[config.mk]
export PLATFORM = sky130hd
export DESIGN_NAME = midi_msg_parser
export DESIGN_NICKNAME = d
export VERILOG_FILES = /design/src/rtl/midi_defs.sv /design/src/rtl/midi_msg_parser.sv
export SDC_FILE = /design/constraint.sdc
export NUM_CORES = 1
export LEC_CHECK = 0
export CORE_MARGIN = 1
export CORE_UTILIZATION = 44
export CTS_BUF_LIST = sky130_fd_sc_hd__clkbuf_2
export DETAILED_ROUTE_END_ITERATION = 10
export PLACE_DENSITY = 0.72
export SYNTH_ARGS = -nofsm -noshare
export SYNTH_HDL_FRONTEND = slang
export SYNTH_SLANG_ARGS = --single-unit
[constraint.sdc]
create_clock -name clk -period 1.8 [get_ports clk]
set_input_delay 0.27 -clock clk [delete_from_list [all_inputs] [get_ports clk]]
set_output_delay 0.27 -clock clk [all_outputs]
set_load 0.02 [all_outputs]
[src/rtl/midi_defs.sv]
// Shared MIDI definitions: status byte constants, parser state encoding and
// the data-byte count helper used by the message parser.
package midi_defs;

  localparam int unsigned BYTE_W = 8;
  localparam int unsigned DATA_W = 7;

  localparam logic [7:0] SYSEX_START = 8'hF0;
  localparam logic [7:0] MTC_QF      = 8'hF1;
  localparam logic [7:0] SONG_POS    = 8'hF2;
  localparam logic [7:0] SONG_SEL    = 8'hF3;
  localparam logic [7:0] TUNE_REQ    = 8'hF6;
  localparam logic [7:0] SYSEX_END   = 8'hF7;
  localparam logic [7:0] RT_CLOCK    = 8'hF8;
  localparam logic [7:0] UNDEF_F9    = 8'hF9;
  localparam logic [7:0] UNDEF_FD    = 8'hFD;

  localparam logic [1:0] ST_IDLE    = 2'd0;
  localparam logic [1:0] ST_WAIT_D1 = 2'd1;
  localparam logic [1:0] ST_WAIT_D2 = 2'd2;
  localparam logic [1:0] ST_SYSEX   = 2'd3;

  typedef enum logic [1:0] {
    IDLE    = ST_IDLE,
    WAIT_D1 = ST_WAIT_D1,
    WAIT_D2 = ST_WAIT_D2,
    SYSEX   = ST_SYSEX
  } state_t;

  // Number of data bytes that follow a (non-realtime) status byte.
  function automatic logic [1:0] midi_data_len(input logic [7:0] status);
    logic [1:0] len;
    len = 2'd0;
    case (status[7:4])
      4'hC, 4'hD:                   len = 2'd1;
      4'h8, 4'h9, 4'hA, 4'hB, 4'hE: len = 2'd2;
      4'hF: begin
        case (status)
          MTC_QF, SONG_SEL: len = 2'd1;
          SONG_POS:         len = 2'd2;
          default:          len = 2'd0;
        endcase
      end
      default:                      len = 2'd0;
    endcase
    return len;
  endfunction

endpackage

[src/rtl/midi_msg_parser.sv]
// MIDI byte-stream parser: running status, interleaved realtime, SysEx streaming.
// Optional partial-message timeout is built when MIDI_PARSER_TIMEOUT_EN is defined.
module midi_msg_parser
  import midi_defs::*;
#(
  parameter int unsigned CLOCK        = 12_000_000,
  parameter int unsigned TIMEOUT_CLKS = CLOCK / 10
) (
  input  logic                clk,
  input  logic                rst,
  input  logic                rxdv,
  input  logic [BYTE_W-1:0]   rxdata,
  output logic                msg_valid,
  output logic [BYTE_W-1:0]   msg_status,
  output logic [DATA_W-1:0]   msg_data1,
  output logic [DATA_W-1:0]   msg_data2,
  output logic [1:0]          msg_len,
  output logic                rt_valid,
  output logic [BYTE_W-1:0]   rt_byte,
  output logic                sysex_valid,
  output logic [BYTE_W-1:0]   sysex_byte,
  output logic                sysex_last,
  output logic                err
);

  state_t              state, state_d;
  logic [BYTE_W-1:0]   cur_status, cur_status_d;
  logic [1:0]          need_len, need_len_d;
  logic [DATA_W-1:0]   d1_q, d1_d;
  logic                partial, partial_d;

  logic                msg_valid_d;
  logic [BYTE_W-1:0]   msg_status_d;
  logic [DATA_W-1:0]   msg_data1_d, msg_data2_d;
  logic [1:0]          msg_len_d;
  logic                rt_valid_d;
  logic [BYTE_W-1:0]   rt_byte_d;
  logic                sysex_valid_d;
  logic [BYTE_W-1:0]   sysex_byte_d;
  logic                sysex_last_d;
  logic                err_d;

  logic is_rt, is_data, is_status;
  logic timeout_hit;

  assign is_rt     = rxdv && (rxdata >= RT_CLOCK);
  assign is_data   = rxdv && !rxdata[7];
  assign is_status = rxdv && rxdata[7] && (rxdata < RT_CLOCK);

`ifdef MIDI_PARSER_TIMEOUT_EN
  localparam int unsigned CNT_W = $clog2(TIMEOUT_CLKS + 1);

  logic [CNT_W-1:0] idle_cnt;
  logic             timeout_armed;

  assign timeout_armed = (state == SYSEX) || (state == WAIT_D2) ||
                         ((state == WAIT_D1) && partial);
  assign timeout_hit   = timeout_armed && !is_data && !is_status &&
                         (idle_cnt == CNT_W'(TIMEOUT_CLKS - 1));

  // Idle counter: realtime bytes do not count as activity.
  always_ff @(posedge clk) begin
    if (!rst) begin
      idle_cnt <= '0;
    end else if (!timeout_armed || is_data || is_status || timeout_hit) begin
      idle_cnt <= '0;
    end else begin
      idle_cnt <= idle_cnt + CNT_W'(1);
    end
  end
`else
  logic unused_timeout_cfg;

  assign unused_timeout_cfg = ^32'(TIMEOUT_CLKS);
  assign timeout_hit        = 1'b0;
`endif

  // Next-state and next-output logic.
  always_comb begin
    state_d       = state;
    cur_status_d  = cur_status;
    need_len_d    = need_len;
    d1_d          = d1_q;
    partial_d     = partial;
    msg_valid_d   = 1'b0;
    msg_status_d  = msg_status;
    msg_data1_d   = msg_data1;
    msg_data2_d   = msg_data2;
    msg_len_d     = msg_len;
    rt_valid_d    = 1'b0;
    rt_byte_d     = rt_byte;
    sysex_valid_d = 1'b0;
    sysex_byte_d  = sysex_byte;
    sysex_last_d  = sysex_last;
    err_d         = 1'b0;

    if (is_rt) begin
      if (rxdata == UNDEF_F9 || rxdata == UNDEF_FD) begin
        err_d = 1'b1;
      end else begin
        rt_valid_d = 1'b1;
        rt_byte_d  = rxdata;
      end
    end

    if (is_data) begin
      case (state)
        IDLE: err_d = 1'b1;
        WAIT_D1: begin
          if (need_len == 2'd1) begin
            msg_valid_d  = 1'b1;
            msg_status_d = cur_status;
            msg_data1_d  = rxdata[DATA_W-1:0];
            msg_data2_d  = '0;
            msg_len_d    = 2'd1;
            partial_d    = 1'b0;
            state_d      = (cur_status[7:4] == 4'hF) ? IDLE : WAIT_D1;
          end else begin
            d1_d      = rxdata[DATA_W-1:0];
            partial_d = 1'b1;
            state_d   = WAIT_D2;
          end
        end
        WAIT_D2: begin
          msg_valid_d  = 1'b1;
          msg_status_d = cur_status;
          msg_data1_d  = d1_q;
          msg_data2_d  = rxdata[DATA_W-1:0];
          msg_len_d    = 2'd2;
          partial_d    = 1'b0;
          state_d      = (cur_status[7:4] == 4'hF) ? IDLE : WAIT_D1;
        end
        SYSEX: begin
          sysex_valid_d = 1'b1;
          sysex_byte_d  = rxdata;
          sysex_last_d  = 1'b0;
        end
        default: state_d = IDLE;
      endcase
    end else if (is_status) begin
      if (state == SYSEX && rxdata == SYSEX_END) begin
        sysex_valid_d = 1'b1;
        sysex_byte_d  = SYSEX_END;
        sysex_last_d  = 1'b1;
        state_d       = IDLE;
      end else begin
        // Close out whatever was in flight before handling the new status.
        if (state == SYSEX) begin
          sysex_valid_d = 1'b1;
          sysex_byte_d  = SYSEX_END;
          sysex_last_d  = 1'b1;
          err_d         = 1'b1;
        end else if (state == WAIT_D2 || (state == WAIT_D1 && partial)) begin
          err_d = 1'b1;
        end
        partial_d = 1'b0;

        if (rxdata[7:4] != 4'hF) begin
          cur_status_d = rxdata;
          need_len_d   = midi_data_len(rxdata);
          partial_d    = 1'b1;
          state_d      = WAIT_D1;
        end else begin
          case (rxdata)
            // F0 inside SysEx: the stream slot carries the synthetic F7, so the
            // new opener is not forwarded; following bytes still stream.
            SYSEX_START: begin
              if (state != SYSEX) begin
                sysex_valid_d = 1'b1;
                sysex_byte_d  = SYSEX_START;
                sysex_last_d  = 1'b0;
              end
              state_d = SYSEX;
            end
            MTC_QF, SONG_POS, SONG_SEL: begin
              cur_status_d = rxdata;
              need_len_d   = midi_data_len(rxdata);
              partial_d    = 1'b1;
              state_d      = WAIT_D1;
            end
            TUNE_REQ: begin
              msg_valid_d  = 1'b1;
              msg_status_d = TUNE_REQ;
              msg_data1_d  = '0;
              msg_data2_d  = '0;
              msg_len_d    = 2'd0;
              state_d      = IDLE;
            end
            default: begin
              err_d   = 1'b1;
              state_d = IDLE;
            end
          endcase
        end
      end
    end else if (timeout_hit) begin
      err_d = 1'b1;
      if (state == SYSEX) begin
        sysex_valid_d = 1'b1;
        sysex_byte_d  = SYSEX_END;
        sysex_last_d  = 1'b1;
      end
      partial_d = 1'b0;
      state_d   = IDLE;
    end
  end

  // State and registered outputs.
  always_ff @(posedge clk) begin
    if (!rst) begin
      state       <= IDLE;
      cur_status  <= '0;
      need_len    <= 2'd0;
      d1_q        <= '0;
      partial     <= 1'b0;
      msg_valid   <= 1'b0;
      msg_status  <= '0;
      msg_data1   <= '0;
      msg_data2   <= '0;
      msg_len     <= 2'd0;
      rt_valid    <= 1'b0;
      rt_byte     <= '0;
      sysex_valid <= 1'b0;
      sysex_byte  <= '0;
      sysex_last  <= 1'b0;
      err         <= 1'b0;
    end else begin
      state       <= state_d;
      cur_status  <= cur_status_d;
      need_len    <= need_len_d;
      d1_q        <= d1_d;
      partial     <= partial_d;
      msg_valid   <= msg_valid_d;
      msg_status  <= msg_status_d;
      msg_data1   <= msg_data1_d;
      msg_data2   <= msg_data2_d;
      msg_len     <= msg_len_d;
      rt_valid    <= rt_valid_d;
      rt_byte     <= rt_byte_d;
      sysex_valid <= sysex_valid_d;
      sysex_byte  <= sysex_byte_d;
      sysex_last  <= sysex_last_d;
      err         <= err_d;
    end
  end

endmodule
-- After elaboration in Yosys (flattened, before gate mapping)
Cells that the tools add are included.
- $lt $le $gt $ge: 2
- eq/ne operators: 28
- multiplexer cells: 86
- bitwise logic cells: 4
- reduce and logical (&&, ||, !) cells: 26
- operator list (cell ; count):
    two-way mux 8 bit ; 16
    equality test 8 bit, second input constant ; 8
    two-way mux 7 bit ; 8
    two-way mux 1 bit ; 39
    equality test 4 bit, second input constant ; 9
    case mux 7 bit (2 select lines) ; 2
    two-way mux 2 bit ; 13
    case mux 2 bit (2 select lines) ; 4
    case mux 8 bit (2 select lines) ; 1
    OR reduction 5 bit ; 2
    greater-or-equal comparator 8 bit, second input constant ; 1
    < comparator 8 bit, second input constant ; 1
    AND reduction 2 bit ; 4
    logical AND 1 bit ; 6
    inequality test 2 bit, second input constant ; 3
    case mux 2 bit (3 select lines) ; 1
    AND reduction 3 bit ; 2
    AND reduction 6 bit ; 1
    nonzero test 2 bit ; 3
    equality test 2 x 1 -> 1 bit, second input constant ; 2
    equality test 2 bit, second input constant ; 2
    inequality test 4 bit, second input constant ; 1
    NOT 1 bit ; 4
    case mux 1 bit (2 select lines) ; 2
    other kinds (9) ; 11
- flip-flop bits (word level): 65
- bits of input ports: 11
- output and inout bits: 45

-- Depth between registers and ports, before layout
Gate-level depths: netlist (run 1).
- depth in word-level cells: 11
- mapped depth: 9
- mapped depth without buffers: 6

-- Least setup slack after synthesis (run 1)
OpenSTA, ideal clock, no wires.
- kind: flip-flop to flip-flop
- from: reg state[0]
- to: reg msg_data1[0]
- setup time: 0.072 ns
- arrival time: 1.687 ns
- data required time: 1.728 ns
- slack: 0.041 ns
- stages on the path, launching flop included: 10
- buffers on the path: 3
- period minus slack after synthesis: 1.759 ns
- cell sequence: dfxtp_1 > inv_1 > ha_1 > buf_2 > nor2b_1 > o21ai_2 > buf_6 > nor2b_4 > buf_6 > mux2i_1
- cells in the longest elaborated chain, start to end: 4
- elaborated cells between the ends (all ways): 10
- those cells by class: eq/ne (6); mux (2); reduce/logical (2)
- RTL lines (element ; line ; source):
    start: declaration ; midi_msg_parser.sv:26 ; state_t state, state_d;
    start signal: assignment ; midi_msg_parser.sv:228 ; state <= state_d;
    equality test 2 bit ; midi_msg_parser.sv:141 ; if (state == SYSEX && rxdata == SYSEX_END) begin
    logical AND 1 bit ; midi_msg_parser.sv:141 ;
    inequality test 2 bit (no line) ; - ;
    AND reduction 6 bit (no line) ; - ;
    end signal: assignment ; midi_msg_parser.sv:235 ; msg_data1 <= msg_data1_d;
    end: declaration ; midi_msg_parser.sv:15 ; output logic [DATA_W-1:0] msg_data1,
Parallel ways exist; a longest one is shown, timed or not.
A chain may end at the register's enable or synchronous reset.

-- Worst setup path after layout (run 1)
- from: reg sysex_byte[6]
- to: out sysex_byte[6]
- RTL lines (element ; line ; source):
    start: declaration ; midi_msg_parser.sv:21 ; output logic [BYTE_W-1:0] sysex_byte,
    start signal: assignment ; midi_msg_parser.sv:241 ; sysex_byte <= sysex_byte_d;
No word-level cell between the ends.

==> results.sh, run 1 <==
export IMPL_die_x_um=82.9
export IMPL_vias=2628
export IMPL_synth_seq_cells=65
export IMPL_crit_required_ps=1530
export IMPL_die_area_um2=6870
export IMPL_worstSetupEndpointType="output port"
export IMPL_io_buffers=55
export IMPL_arrival_ps=1460
export IMPL_clock_latency_ps=510
export IMPL_swShare_pct=27.4
export IMPL_grt_usage_pct=21.8
export IMPL_placed_cell_area_um2=3790
export IMPL_hold_viol_final=0
export IMPL_critPathLaunchType="register"
export IMPL_final_max_slew_viol_count=0
export IMPL_drt_iter0_markers=132
export IMPL_synth_seq_area_share_pct=45.2
export IMPL_cp_cell_sequence="clkdlybuf4s50_1"
export IMPL_core_area_um2=6350
export IMPL_clkPwrFrac_pct=34.7
export IMPL_area_growth_syn_to_layout_pct=40.3
export IMPL_criticalPathCategory="reg2out"
export IMPL_utilization_pct=63.6
export IMPL_grt_pass1_vias=2523
export IMPL_switching_power_uw=808
export IMPL_crit_buf_inv=1
export IMPL_ant_nets=0
export IMPL_synthesis_instances=305
export IMPL_path_delay_family="buffers and inverters"
export IMPL_slowest_stage="clkdlybuf4s50_1"
export IMPL_ir_worst_vdd_v=0.000590
export IMPL_seqPwrFrac_pct=51.1
export IMPL_grt_start_max_net_pins=23
export IMPL_fin_crit_sh_pct=96.3
export IMPL_stdcell_count=479
export IMPL_setup_viol=0
export IMPL_place_ws_ps=-295
export IMPL_avgRoutedWirePerCell_um=15.2
export IMPL_start_util_pct=45.3
export IMPL_clk_pin_slew_ps=180
export IMPL_cts_buffers_inserted=9
export IMPL_period_needed_ps=1730
export IMPL_yosys_warnings=0
export IMPL_p_comb_share_pct=14.1
export IMPL_hold_slack_ps=476
export IMPL_fillers=532
export IMPL_tritoncts="yes"
export IMPL_synth_net_count=320
export IMPL_critPathMaxFanout=2
export IMPL_clk_path_buf_depth=2
export IMPL_globalplace_congestion=0.898
export IMPL_ios=56
export IMPL_design_area_um2=4040
export IMPL_tightest_slew_ps=683
export IMPL_status="completed"
export IMPL_power_density_nw_per_um2=729
export IMPL_synth_edf_count=0
export IMPL_setup_ws_ps=65.7
export IMPL_clock_sinks=65
export IMPL_p_leak_uw=0.00226
export IMPL_placed_cells=462
export IMPL_cap_viol_max_count=0
export IMPL_antenna_found_initial=0
export IMPL_max_freq_mhz=577
export IMPL_viasPerCell=5.49
export IMPL_wirelength_mm=7.30
export IMPL_synthArstFlopShare_pct=0
export IMPL_slew_limit_headroom_pct=54.2
export IMPL_drive_gt1_share_pct=23.1
export IMPL_ys_types=53
export IMPL_dp_hpwl_mm=5.22
export IMPL_min_path_type="reg2reg"
export IMPL_dr_pass1_iters=4
export IMPL_internal_power_uw=2140
export IMPL_root_buffer="clkbuf_2"
export IMPL_drc=0
export IMPL_syn_avg_cell_area_um2=9.44
export IMPL_rsz0062_at_grt="no"
export IMPL_h_tree_depth=3
export IMPL_syn_area_um2=2880
export IMPL_max_stage_delay_ps=600
export IMPL_finalNetCount=412
export IMPL_cts_hold_buffers=0
export IMPL_row_count=29
export IMPL_grt_pass1_wl_mm=12.1
export IMPL_antenna_cells=0
export IMPL_overflow=0
export IMPL_die_h_um=82.9
export IMPL_skew_ps=23.2
export IMPL_ys_flop_type="dfxtp_1"
-- cell families (layout without fill, tap and decap cells) --
group                      Yosys count  after routing  share of synthesized area, %
DFF                                 65             65                          45.2
and+or+nand+nor                    103            103                          19.0
buffers and inverters               34            131                          6.26
AOI/OAI and AO/OA                   76             76                          19.5
muxes                               23             23                          8.30
adders and majority gates            4              4                          1.74
-- worst paths after layout --
check                           slack [ps]             to  cells past startpoint          start
worst max-delay path                    70  sysex_byte[6]                      1  sysex_byte[6]
worst min-delay path                   480   msg_data1[0]                      2   msg_data1[0]
worst max register to register         120   msg_data1[1]                      7       state[1]
worst min register to register         480   msg_data1[0]                      2   msg_data1[0]
-- cell type report --
cell class	instances	area (um^2)	area share, %
flip-flops and latches	65	1300	32.3
clock buffers	9	45.0	1.12
clock inverters	7	93.8	2.32
inverters	6	22.5	0.558
multi-input cells	206	1400	34.8
repair buffers	109	1070	26.6
well taps	77	96.3	2.39
-- power by group through the flow --
stage	clock, uW	sequential (uW)	combinational, uW
after floorplan	0	1550	219
after global placement	0	1530	407
after detailed placement	0	1540	412
after CTS	1040	1510	413
after global routing	1110	1510	452
final	1020	1510	416
-- registers in the layout (all words and copies together), names as in the netlist, 2 cells and up --
signal / count
state: 2
msg_status: 8
d1_q: 7
rt_byte: 8
msg_len: 2
cur_status: 8
need_len: 2
msg_data1: 7
msg_data2: 7
sysex_byte: 8
-- cell usage after synthesis (2+ instances only) --
cell type | n | area (um^2)
dfxtp_1 | 65 | 1300
nand2_1 | 34 | 128
nor2_1 | 27 | 101
a21oi_1 | 17 | 85.1
mux2i_1 | 16 | 160
clkbuf_1 | 12 | 45.0
o21ai_0 | 12 | 60.1
nand3_1 | 10 | 50.1
a32o_1 | 7 | 70.1
mux2_2 | 7 | 78.8
buf_2 | 6 | 30.0
buf_4 | 6 | 45.0
inv_1 | 6 | 22.5
nor3_1 | 6 | 30.0
o221a_1 | 6 | 67.6
o22ai_1 | 5 | 31.3
ha_1 | 4 | 50.1
nand2b_1 | 4 | 25.0
nor2b_1 | 4 | 25.0
o21a_1 | 4 | 30.0
a31oi_1 | 3 | 18.8
buf_6 | 3 | 33.8
nand4_1 | 3 | 18.8
o211ai_1 | 3 | 22.5
o221a_2 | 3 | 33.8
nor3_4 | 2 | 32.5
o311ai_0 | 2 | 17.5
o31a_1 | 2 | 17.5
or4_1 | 2 | 15.0
-- metal layers --
metal  GRT usage [%]  up-vias  wire [um]
met5               0        -          0
met4            7.84        0        157
met3            5.77       15        364
met1            27.5     1253       3320
li1                -     1285          -
met2            35.9       75       3450
-- metrics by stage --
step	TNS, ps	total power [uW]
after floorplan	0	1770
after global placement	-9650	1940
after detailed placement	-11890	1950
after CTS	0	2960
after global routing	0	3070
final	0	2940
-- repair_timing --
| action | in CTS | in global routing |
|---|---|---|
| pin swaps | 0 | 0 |
| endpoints found under the setup margin | 3 | 41 |
| buffers inserted | 0 | 1 |
| resized for setup | 3 | 41 |
-- cell usage in the layout (no fill, tap or decap), types with 2 or more instances in the layout --
| master | Yosys | final |
|---|---|---|
| o22ai_1 | 5 | 5 |
| clkbuf_2 | 0 | 9 |
| nand3_1 | 10 | 10 |
| a31oi_1 | 3 | 3 |
| o211ai_1 | 3 | 3 |
| nand4_1 | 3 | 3 |
| clkdlybuf4s50_1 | 0 | 15 |
| mux2_2 | 7 | 7 |
| dfxtp_2 | 0 | 2 |
| buf_4 | 6 | 52 |
| dfxtp_1 | 65 | 63 |
| o21a_1 | 4 | 4 |
| ha_1 | 4 | 3 |
| a21oi_1 | 17 | 17 |
| nor3_1 | 6 | 6 |
| inv_1 | 6 | 6 |
| nor2_1 | 27 | 27 |
| nor3_4 | 2 | 2 |
| bufinv_16 | 0 | 2 |
| o221a_2 | 3 | 3 |
| dlymetal6s2s_1 | 0 | 38 |
| o221a_1 | 6 | 6 |
| o311ai_0 | 2 | 2 |
| o31a_1 | 2 | 2 |
| nor2b_1 | 4 | 4 |
| mux2i_1 | 16 | 15 |
| o21ai_0 | 12 | 12 |
| nand2_1 | 34 | 34 |
| buf_12 | 0 | 2 |
| nand2b_1 | 4 | 4 |
| or4_1 | 2 | 2 |
| dlygate4sd2_1 | 0 | 2 |
| a32o_1 | 7 | 7 |
Note: power is estimated with default switching activity, not from simulation.
==> run 2, diff against run 1 <==
--- a/config.mk
+++ b/config.mk
@@ -6,10 +6,11 @@
 export NUM_CORES = 1
 export LEC_CHECK = 0
 export CORE_MARGIN = 1
-export CORE_UTILIZATION = 44
+export CORE_UTILIZATION = 48
 export CTS_BUF_LIST = sky130_fd_sc_hd__clkbuf_2
+export CTS_CLUSTER_SIZE = 20
 export DETAILED_ROUTE_END_ITERATION = 10
-export PLACE_DENSITY = 0.72
+export PLACE_DENSITY = 0.78
 export SYNTH_ARGS = -nofsm -noshare
 export SYNTH_HDL_FRONTEND = slang
 export SYNTH_SLANG_ARGS = --single-unit
==> run 2 against run 1 <==
Net effect: die area is 8.1% lower; largest power group unchanged; clock skew is 4.1 ps lower; sequential power hardly changed; combinational power hardly changed; non-clock buffer count stayed put.
==> results.sh, run 2 (synthesis gave the netlist of run 1 again) <==
export IMPL_tightest_slew_ps=599
export IMPL_hold_viol_final=0
export IMPL_grt_usage_pct=24.3
export IMPL_max_stage_delay_ps=610
export IMPL_final_max_slew_viol_count=0
export IMPL_viasPerCell=5.47
export IMPL_crit_cells=1
export IMPL_crit_path_end="msg_data1[3]"
export IMPL_clock_sinks=65
export IMPL_antenna_cells=0
export IMPL_power_uw=2760
export IMPL_mostFrequentLayoutCell="dfxtp_1"
export IMPL_row_count=27
export IMPL_drc=0
export IMPL_power_density_nw_per_um2=699
export IMPL_fin_crit_sh_pct=95.7
export IMPL_io_buffers=55
export IMPL_cp_startpoint="msg_data1[3]"
export IMPL_grt_pass1_wl_mm=11.7
export IMPL_finalNetCount=412
export IMPL_globalplace_congestion=0.948
export IMPL_utilization_pct=70.1
export IMPL_start_util_pct=51.0
export IMPL_status="completed"
export IMPL_arrival_ps=1450
export IMPL_root_buffer="clkbuf_2"
export IMPL_grt_start_max_net_pins=21
export IMPL_wirelength_mm=7.15
export IMPL_min_path_type="reg2reg"
export IMPL_overflow=0
export IMPL_ant_nets=0
export IMPL_setup_viol=0
export IMPL_period_needed_ps=1720
export IMPL_slowest_stage="clkdlybuf4s50_1"
export IMPL_clock_latency_ps=480
export IMPL_tritoncts="yes"
export IMPL_cap_viol_max_count=0
export IMPL_grt_pass1_vias=2450
export IMPL_crit_required_ps=1530
export IMPL_dr_pass1_iters=4
export IMPL_most_common_layout_cells="dfxtp_1 (63), buf_4 (53), nand2_1 (34)"
export IMPL_path_delay_family="buffers and inverters"
export IMPL_crit_buf_inv=1
export IMPL_fillers=444
export IMPL_cp_cell_sequence="clkdlybuf4s50_1"
export IMPL_regToRegSetupSlack_ps=110
export IMPL_drive_gt1_share_pct=22.9
export IMPL_r2r_end="msg_data1[3]"
export IMPL_ir_worst_vdd_v=0.000437
export IMPL_criticalPathCategory="reg2out"
export IMPL_area_growth_syn_to_layout_pct=37.3
export IMPL_place_ws_ps=-204
export IMPL_critPathMaxFanout=2
export IMPL_ios=56
export IMPL_h_tree_depth=3
export IMPL_antenna_found_initial=0
export IMPL_critPathLaunchType="register"
export IMPL_die_h_um=79.4
export IMPL_die_x_um=79.4
export IMPL_clk_path_buf_depth=2
export IMPL_setup_ws_ps=77.3
export IMPL_reg2reg_depth=7
export IMPL_placed_cells=455
export IMPL_worstSetupEndpointType="output port"
export IMPL_drt_iter0_markers=281
export IMPL_clk_pin_slew_ps=160
export IMPL_avgRoutedWirePerCell_um=15.1
export IMPL_die_area_um2=6310
export IMPL_skew_ps=19.1
export IMPL_stdcell_count=474
export IMPL_vias=2594
export IMPL_slew_limit_headroom_pct=59.9
export IMPL_r2r_start="state[0]"
export IMPL_cts_buffers_inserted=9
export IMPL_dp_hpwl_mm=5.37
export IMPL_max_freq_mhz=580
export IMPL_hold_slack_ps=476
export IMPL_p_leak_uw=0.00201
export IMPL_core_area_um2=5640
[run 2: changes by cell type in the layout (fill, tap and decap cells not counted), sizes merged]
cell and delta:
clkinvlp -1, dlygate4sd2 -1, inv -1, clkinv +2, dlymetal6s2s -13, clkdlybuf4s50 +14, bufinv -1, clkbuf +1
[run 2: timing repair]
item	CTS	global route
endpoints found under the setup margin	1	36
pin swaps	0	1
resized for setup	1	27
hold buffers	0	0
setup buffers	0	3
[run 2: per-layer routing]
layer / GRT usage (%) / share of wire (%)
met1: 30.2 / 44
met2: 39.7 / 48
met3: 5.83 / 6.4
met4: 11.3 / 1.8
met5: 0 / 0
[run 2: how the worst min path moves through the flow]
stage	start	to	slack (ps)	cells after the start
after floorplan	partial	partial	440	2
after global placement	msg_data1[5]	msg_data1[5]	450	2
after detailed placement	rt_byte[7]	rt_byte[7]	450	2
after CTS	cur_status[3]	msg_status[3]	480	2
after global routing	rt_byte[1]	rt_byte[1]	510	2
final	msg_data1[4]	msg_data1[4]	480	2
[run 2: power breakdown]
group          switching (uW)  internal (uW)
sequential               23.7           1480
clock                     520            320
combinational             222            195
[run 2: worst register-to-register path, cell delays in order (launching register included)]
cell and delay (ps):
dfxtp_2 400, inv_1 70, ha_1 210, nor2b_1 150, o21ai_2 180, nor2b_4 270, buf_12 160, mux2i_1 180
[run 2: layout make-up]
type                       instances  area [um^2]  area share, %
multi-input combinational        206         1400           35.4
sequential                        65         1300           33.0
timing repair buffer             109         1030           26.1
tap                               72         90.1           2.28
clock inverter                     6         58.8           1.49
clock buffer                      10         50.0           1.27
inverter                           6         22.5          0.570
[run 2: through the flow]
stage / TNS, ps / area, um^2
6_report: 0 / 3950
3_5_place_dp: -5540 / 3760
3_3_place_gp: -4620 / 3760
5_1_grt: -7.77 / 3950
2_1_floorplan: 0 / 2880
4_1_cts: 0 / 3860
